**src/rtl/int_requester.sv**
```systemverilog
// rtl/int_requester.sv - bus interrupt requester: latches a device interrupt, requests at LEVEL,
// presents VECTOR on grant until acknowledged, and re-requests if the CPU never acks.
module int_requester #(
    parameter int          LEVEL   = 4,
    parameter logic [8:0]  VECTOR  = 9'o060,
    parameter int          TIMEOUT = 255
) (
    input  logic       clk,
    input  logic       reset,
    input  logic       int_req,
    input  logic       int_enable,
    input  logic [7:0] grant,
    input  logic       ack,
    output logic [7:0] asserting,
    output logic [8:0] vector,
    output logic       vector_valid,
    output logic       pending,
    output logic       timeout
);

    typedef enum logic [1:0] {
        IDLE    = 2'd0,
        REQ     = 2'd1,
        VEC     = 2'd2,
        RELEASE = 2'd3
    } state_t;

    localparam logic [2:0] LVL      = 3'(LEVEL);
    localparam logic [7:0] LAST     = 8'(TIMEOUT - 1);
    localparam logic [7:0] REQ_LINE = 8'(1) << LVL;

    state_t     state;
    state_t     next_state;
    logic       int_req_d;
    logic [7:0] count;
    logic [7:0] count_next;
    logic       timeout_next;
    logic       rise;
    logic       grant_lvl;
    logic       unused_grant;

    assign rise         = int_req & ~int_req_d;
    assign grant_lvl    = grant[LVL];
    assign unused_grant = ^grant;

    always_comb begin
        next_state   = state;
        count_next   = count;
        timeout_next = 1'b0;
        case (state)
            IDLE: begin
                if (pending && int_enable)
                    next_state = REQ;
            end
            REQ: begin
                // Grant takes priority over a dropped enable.
                if (grant_lvl) begin
                    next_state = VEC;
                    count_next = 8'd0;
                end else if (!int_enable) begin
                    next_state = IDLE;
                end
            end
            VEC: begin
                if (ack) begin
                    next_state = RELEASE;
                end else if (count == LAST) begin
                    next_state   = REQ;
                    timeout_next = 1'b1;
                end else begin
                    count_next = count + 8'd1;
                end
            end
            RELEASE: begin
                if (!grant_lvl)
                    next_state = IDLE;
            end
            default: next_state = IDLE;
        endcase
    end

    // Outputs are registered from next_state so they track the state register exactly.
    always_ff @(posedge clk or posedge reset) begin
        if (reset) begin
            state        <= IDLE;
            int_req_d    <= 1'b0;
            count        <= 8'd0;
            pending      <= 1'b0;
            asserting    <= 8'd0;
            vector       <= 9'd0;
            vector_valid <= 1'b0;
            timeout      <= 1'b0;
        end else begin
            state        <= next_state;
            int_req_d    <= int_req;
            count        <= count_next;
            if (rise)
                pending <= 1'b1;
            else if (state == VEC && ack)
                pending <= 1'b0;
            asserting    <= (next_state == REQ) ? REQ_LINE : 8'd0;
            vector_valid <= (next_state == VEC);
            vector       <= (next_state == VEC) ? VECTOR : 9'd0;
            timeout      <= timeout_next;
        end
    end

endmodule

```
**config.mk**
```make
export PLATFORM = sky130hd
export DESIGN_NAME = int_requester
export DESIGN_NICKNAME = d
export VERILOG_FILES = /design/src/rtl/int_requester.sv
export SDC_FILE = /design/constraint.sdc
export NUM_CORES = 1
export LEC_CHECK = 0
export ABC_AREA = 1
export CAP_MARGIN = 20
export CORE_UTILIZATION = 40
export DETAILED_ROUTE_END_ITERATION = 8
export PLACE_DENSITY = 0.83
export SLEW_MARGIN = 20
export SYNTH_ARGS = -nofsm -noshare
export SYNTH_HDL_FRONTEND = slang
export SYNTH_SLANG_ARGS = --single-unit
```
**constraint.sdc**
```tcl
create_clock -name clk -period 1.2 [get_ports clk]
set_input_delay 0.24 -clock clk [delete_from_list [all_inputs] [get_ports clk]]
set_output_delay 0.24 -clock clk [all_outputs]
set_load 0.01 [all_outputs]
```
[After elaboration in Yosys (flattened, before gate mapping)]
Index checks and enable logic that the tools add are counted.
Word-level totals
  register bits: 25
  bits of input ports: 13
  output and inout port bits: 20
  logic and storage cells: 44
Operators by class
  $add $sub $neg: 1
  equality and inequality tests: 9
  multiplexer cells: 18
  bitwise gates (word level): 2
  reduce and logical (&&, ||, !) cells: 6
Operator list (number)
  $mux W8: 3
  $pmux W8 S2: 1
  $mux W2: 6
  $add A8 B1 Y8 const B: 1
  $eq A8 B8 Y1 const B: 1
  $pmux W2 S4: 1
  $eq A2 B2 Y1 const B: 3
  $mux W6: 1
  $ne A2 B2 Y1 const B: 3
  $mux W1: 5
  $mux W5: 1
  $eq A2 B1 Y1 const B: 2
  $reduce_and A4 Y1: 1
  $reduce_bool A2 Y1: 2
  $logic_and A1 B1 Y1: 2
  $logic_not A2 Y1: 1
  $and A1 B1 Y1: 1
  $not A1 Y1: 1

[Logic depth before layout (Yosys ltp)]
Gate-level depths: netlist (run 1).
  depth in word-level cells: 6
  mapped depth: 9
  gate-level depth less buffers: 9

[Least setup slack after synthesis (run 1)]
OpenSTA, ideal clock, no wires.
  path type: flip-flop to flip-flop
  start: register count[0]
  end: register count[3]
  setup time: 0.074 ns
  data arrival time: 1.255 ns
  setup slack: -0.129 ns
  stages on the path, launching flop included: 10
  path through: dfrtp_1 -> inv_1 -> ha_1 -> nand2_1 -> nor2_1 -> nand3_1 -> nand3_2 -> buf_6 -> nand2_1 -> o21ai_2
On the way
  longest elaborated chain between the ends: 4
  elaborated cells on any way between the ends: 7
  classes of those cells: add/sub (1); eq/ne (2); mux (3); reduce/logical (1)
RTL lines
  from (decl): RTL line 35  | logic [7:0] count;
  from (signal assigned): RTL line 96  | count <= count_next;
  $add A8 B1 Y8: RTL line 71  | count_next = count + 8'd1;
  $mux W8: RTL line 67  | end else if (count == LAST) begin
  $mux W8: RTL line 65  | if (ack) begin
  $pmux W8 S2: RTL line 50  | case (state)
Several ways; a longest one is shown, not always the timed one. The select of a mux whose other input is x is not followed.
A chain may end at the register's enable or synchronous reset.

[Worst setup path after layout (run 1)]
  start: register count[0]
  end: register count[2]
The elaborated chain is that of the path after synthesis.

==> flow_metrics.env, run 1 <==
export IMPL_yosysTopAreaCell="dfrtp_1"
export IMPL_power_density_mw_per_mm2=1850
export IMPL_cts_clk_slew_worst_paths_ns=0.09
export IMPL_n_antenna_cell=0
export IMPL_yosys_register_bits=15
export IMPL_fin_ws_ns=-0.140
export IMPL_total_power_mw=2.37
export IMPL_ant_nets=0
export IMPL_finalCriticalPeriod_ns=1.34
export IMPL_critPathSlowestCell="dfrtp_1"
export IMPL_h_tree_depth=1
export IMPL_r2r_end="count[2]"
export IMPL_min_period_over_period=1.12
export IMPL_critPathArrivalTime_ns=1.51
export IMPL_clock_sinks=15
export IMPL_rsz0062_at_grt="true"
export IMPL_mostFrequentLayoutCell="nand2_1"
export IMPL_grt_max_degree=16
export IMPL_synthDistinctLibCells=22
export IMPL_required_ns=1.37
export IMPL_drc_errors=0
export IMPL_max_freq_mhz=747
export IMPL_grt_overflow=0
export IMPL_gp_congestion=0.838
export IMPL_worstSetupEndpointType="register"
export IMPL_path_class="reg -> reg"
export IMPL_drv_cap=0
export IMPL_yosys_warnings=0
export IMPL_p_int_mw=1.37
export IMPL_dr_pass1_iters=4
export IMPL_grt_total_usage=0.169
export IMPL_power_switching_mw=1.00
export IMPL_slew_viol_final=0
export IMPL_utilization=0.574
export IMPL_failed_checks="setup timing"
export IMPL_avgSynthCellArea_um2=7.73
export IMPL_num_rows=17
export IMPL_p_seq_frac=0.304
export IMPL_avgRoutedWirePerCell_um=10.9
export IMPL_nNetsFinal=173
export IMPL_vias=817
export IMPL_setup_viol=12
export IMPL_cts_tree="built"
export IMPL_cp_start_kind="register"
export IMPL_r2r_cells=10
export IMPL_drt_iter0_markers=24
export IMPL_finalWirelength_um=2010
export IMPL_grt_pass1_wl_um=3260
export IMPL_crit_fanout=7
export IMPL_hold_viol=0
export IMPL_fp_dieH_um=51.0
export IMPL_final_setup_skew_ns=0.00333
export IMPL_die_w_um=51.0
export IMPL_detailed_place_hpwl_um=1470
export IMPL_vdd_drop_max_mv=1.28
export IMPL_fill_cells=205
export IMPL_power_leakage_nw=0.649
export IMPL_drive_gt1_frac=0.338
export IMPL_numCtsBuffers=3
export IMPL_start_util=0.429
export IMPL_syn_area_um2=958
export IMPL_crit_top_cell="nand3_2"
export IMPL_crit_chain="inv_2 > ha_4 > nand2_4 > nor2_4 > nand3_2 > nand3_2 > buf_6 > inv_4 > nand2_2 > nand2_1"
export IMPL_coreArea_mm2=0.00223
export IMPL_syn_inst=124
export IMPL_mostFrequentLayoutCells="nand2_1 (27), buf_4 (20), conb_1 (14), dfrtp_1 (14), nand3_1 (13)"
export IMPL_syn_to_final_growth_pct=33.7
export IMPL_rr_startpoint="count[0]"
export IMPL_ys_seq_area_frac=0.392
export IMPL_viasPerCell=4.42
export IMPL_ios=33
export IMPL_die_area_mm2=0.00260
export IMPL_port_buffers=11
export IMPL_cpPeakStageDelay_ns=0.40
export IMPL_clk_latency_ns=0.28
export IMPL_swShare=0.422
export IMPL_synth_area_top_cells="dfrtp_1 (39%), nand2_1 (13%), buf_4 (13%)"
export IMPL_power_frac_comb=0.577
export IMPL_clockRootBuffer="clkbuf_4"
export IMPL_grt_pass1_vias=821
export IMPL_synth_top_area_frac=0.392
export IMPL_antenna_found_initial=0
export IMPL_status="complete, but fails checks"
export IMPL_clockBufferDepth=2
export IMPL_cts_hold_buf=0
export IMPL_hp_class="in -> async"
export IMPL_reg2reg_setup_slack_ns=-0.14
export IMPL_clkPwrFrac=0.118
-- worst max-delay path, delay by kind of cell, from the launching register on --
family                     cells  cell delay, ns
adders and majority gates      1            0.13
buffers and inverters          3            0.27
DFF                            1            0.40
and+or+nand+nor                6            0.43
-- through the flow --
step	instance area, um^2	TNS (ns)	instances	hold WS, ns	setup WS [ns]
final	1280	-0.942	185	0.261	-0.140
after global routing	1280	-1.95	185	0.278	-0.234
after CTS	1250	-1.06	184	0.256	-0.133
after detailed placement	1180	-2.93	179	0.435	-0.297
after global placement	1180	-2.36	179	0.416	-0.255
after floorplan	1010	-0.666	137	0.141	-0.0896
-- layout make-up --
type                    count  area [um^2]  share of cell area
multi-input cells          91          513               0.400
flip-flops and latches     15          377               0.294
well taps                  28         35.0              0.0273
repair buffers             33          275               0.215
inverters                  14         55.1              0.0430
clock buffers               4         26.3              0.0205
-- sequential cells by signal (all words and copies together) (netlist names) --
signal / flops
state: 2
count: 8
timeout: 1
asserting: 1
pending: 1
int_req_d: 1
vector: 1
-- worst max-delay path by stage --
| stage | endpoint | from | cells after the start | slack [ns] |
|---|---|---|---|---|
| 2_1_floorplan | count[6] | count[0] | 9 | -0.09 |
| 3_3_place_gp | count[2] | grant[4] | 10 | -0.26 |
| 3_5_place_dp | count[1] | grant[4] | 9 | -0.30 |
| 4_1_cts | count[6] | count[0] | 9 | -0.13 |
| 5_1_grt | count[2] | count[0] | 10 | -0.23 |
| 6_report | count[2] | count[0] | 10 | -0.14 |
-- cells in the mapped netlist --
master     n
nand2_1   34
buf_4     16
dfrtp_1   15
nand3_1   14
inv_1     11
nor2_1     9
inv_2      3
o21ai_1    3
o21ai_2    3
ha_1       2
nand3_2    2
nor2_4     2
buf_6      1
conb_1     1
nand2_2    1
nor3_1     1
o211ai_1   1
o21ai_0    1
o21bai_1   1
or2_2      1
xnor2_1    1
xor2_1     1
-- what timing repair did --
action                                  CTS  global route
setup buffers                             1             1
endpoints found under the hold margin     0             0
pin swaps                                 5             7
gates resized for setup                  19            11
endpoints found under the setup margin   18            14
-- cell families after synthesis --
kind of cell    synth area share
fa+ha+maj                 0.0261
buf+inv                    0.192
simple gates               0.304
xor+xnor                  0.0183
compound gates            0.0640
flops                      0.392
other cells              0.00391
-- power by group through the flow --
stage	clock (mW)	combinational, mW	sequential [mW]
3_3_place_gp	0	1.15	0.715
3_5_place_dp	0	1.19	0.727
5_1_grt	0.324	1.50	0.736
4_1_cts	0.301	1.24	0.723
6_report	0.281	1.37	0.721
2_1_floorplan	0	0.718	0.745
-- per-layer routing --
layer	wire length (um)	share of wire	track usage	vias up
met3	94	0.047	0.0238	0
met2	1120	0.56	0.320	22
met5	0	0	0	-
met1	797	0.40	0.186	374
li1	-	-	-	421
met4	0	0	0.0694	0
(Power assumes the default switching activity.)
==> run 2: changes to the inputs <==
Settings changed: GPL_TIMING_DRIVEN from default to 0.
==> flow_metrics.env, run 2 (same netlist as run 1, synthesis figures left out) <==
export IMPL_critPathSlowestCell="dfrtp_1"
export IMPL_power_density_mw_per_mm2=2020
export IMPL_grt_overflow=0
export IMPL_viasPerCell=4.59
export IMPL_cts_clk_slew_worst_paths_ns=0.09
export IMPL_drt_iter0_markers=7
export IMPL_coreArea_mm2=0.00223
export IMPL_dr_pass1_iters=4
export IMPL_critPathArrivalTime_ns=1.57
export IMPL_largest_reg_flops=8
export IMPL_grt_max_degree=16
export IMPL_gp_congestion=0.815
export IMPL_status="complete, but fails checks"
export IMPL_power_frac_comb=0.648
export IMPL_clock_sinks=15
export IMPL_drive_gt1_frac=0.435
export IMPL_swShare=0.404
export IMPL_grt_pass1_wl_um=3550
export IMPL_total_power_mw=2.91
export IMPL_fin_ws_ns=-0.183
export IMPL_power_switching_mw=1.17
export IMPL_worstMarginPinSlew_ns=0.587
export IMPL_power_leakage_nw=0.732
export IMPL_ant_nets=0
export IMPL_worstSetupEndpointType="register"
export IMPL_finalCriticalPeriod_ns=1.38
export IMPL_grt_pass1_vias=902
export IMPL_detailed_place_hpwl_um=1290
export IMPL_num_rows=17
export IMPL_slew_viol_final=0
export IMPL_finalWirelength_um=2160
export IMPL_max_slew_margin=0.608
export IMPL_p_int_mw=1.73
export IMPL_cts_tree="built"
export IMPL_cp_start_kind="register"
export IMPL_max_freq_mhz=723
export IMPL_cpPeakStageDelay_ns=0.41
export IMPL_required_ns=1.39
export IMPL_clockRootBuffer="clkbuf_4"
export IMPL_fp_dieH_um=51.0
export IMPL_die_area_mm2=0.00260
export IMPL_cp_num_buf_inv=3
export IMPL_vias=900
export IMPL_setup_viol=12
export IMPL_vdd_drop_max_mv=1.53
export IMPL_mostFrequentLayoutCells="nand2_1 (27), buf_4 (25), conb_1 (14), nand3_1 (13), dfrtp_1 (12)"
export IMPL_antenna_found_initial=0
export IMPL_drv_cap=0
export IMPL_grt_total_usage=0.184
export IMPL_avgRoutedWirePerCell_um=11.0
export IMPL_nNetsFinal=184
export IMPL_drc_errors=0
export IMPL_min_period_over_period=1.15
export IMPL_crit_chain="inv_2 > ha_4 > nand2_4 > nor2_4 > nand3_2 > nand3_4 > buf_6 > buf_6 > o21ai_1"
export IMPL_crit_top_cell="buf_6"
export IMPL_p_seq_frac=0.251
export IMPL_die_w_um=51.0
export IMPL_rsz0062_at_grt="true"
export IMPL_syn_to_final_growth_pct=50.1
export IMPL_hp_class="in -> async"
export IMPL_n_antenna_cell=0
export IMPL_cts_hold_buf=0
export IMPL_start_util=0.429
export IMPL_cp_top_family="flip-flops"
export IMPL_failed_checks="setup timing"
export IMPL_clkPwrFrac=0.101
export IMPL_crit_fanout=4
export IMPL_path_class="reg -> reg"
export IMPL_hold_viol=0
export IMPL_instances_no_fill=196
export IMPL_clk_latency_ns=0.29
export IMPL_clockBufferDepth=2
export IMPL_placed_cells=176
export IMPL_port_buffers=11
export IMPL_top_regs="count: 8 flops, state: 2 flops"
export IMPL_ios=33
export IMPL_h_tree_depth=1
export IMPL_final_setup_skew_ns=0.00304
export IMPL_top_register="count"
export IMPL_numCtsBuffers=3
export IMPL_mostFrequentLayoutCell="nand2_1"
==> run 2: area by class of cell <==
class	instances	area [um^2]
well taps	28	35.0
multi-input cells	91	548
plain buffers	17	143
repair buffers	27	254
inverters	14	52.6
clock buffers	3	22.5
flip-flops and latches	15	379
fillers	184	795
clock inverters	1	5.00
==> run 2: power groups by stage <==
stage	logic, mW	registers [mW]	clock network (mW)
2_1_floorplan	0.718	0.745	0
3_3_place_gp	1.00	0.737	0
3_5_place_dp	1.04	0.745	0
4_1_cts	1.80	0.717	0.299
5_1_grt	2.03	0.741	0.319
6_report	1.88	0.729	0.292
==> run 2: timing repair <==
| action | 4_1_cts | 5_1_grt |
|---|---|---|
| resized for setup | 28 | 22 |
| setup buffers | 15 | 3 |
| endpoints found under the hold margin | 0 | 0 |
| pin swaps | 4 | 8 |
| gates cloned | 1 | 0 |
| endpoints found under the setup margin | 17 | 17 |
==> run 2: stage by stage <==
step | utilization | instance area, um^2 | TNS (ns) | worst slack, ns | hold slack (ns)
2_1_floorplan | - | 1010 | -0.666 | -0.0896 | 0.141
3_3_place_gp | 0.519 | 1160 | -2.95 | -0.348 | 0.417
6_report | 0.644 | 1440 | -1.42 | -0.183 | 0.302
3_5_place_dp | 0.519 | 1160 | -3.47 | -0.388 | 0.420
4_1_cts | 0.623 | 1390 | -1.61 | -0.185 | 0.319
5_1_grt | 0.644 | 1440 | -2.53 | -0.255 | 0.379
==> run 2: routing by layer <==
metal | global-route usage | up-vias | part of all wire
li1 | - | 448 | -
met1 | 0.177 | 423 | 0.38
met2 | 0.364 | 20 | 0.57
met3 | 0.0179 | 9 | 0.022
met4 | 0.116 | 0 | 0.029
met5 | 0 | - | 0
==> run 2: final timing paths <==
check | slack, ns | startpoint | endpoint | cells after the start
min in group clk | 0.41 | int_req | int_req_d | 1
setup / recovery | -0.18 | count[0] | count[6] | 9
max in group asynchronous | 0.48 | reset | count[3] | 2
hold reg to reg | 0.44 | int_req_d | pending | 1
setup reg to reg | -0.18 | count[0] | count[6] | 9
hold / removal | 0.30 | reset | count[6] | 2
==> run 2: worst register-to-register path: stages, from the launching register on <==
cell and delay [ns]:
dfrtp_1 0.41, inv_2 0.08, ha_4 0.14, nand2_4 0.05, nor2_4 0.11, nand3_2 0.10
nand3_4 0.12, buf_6 0.13, buf_6 0.09, o21ai_1 0.06
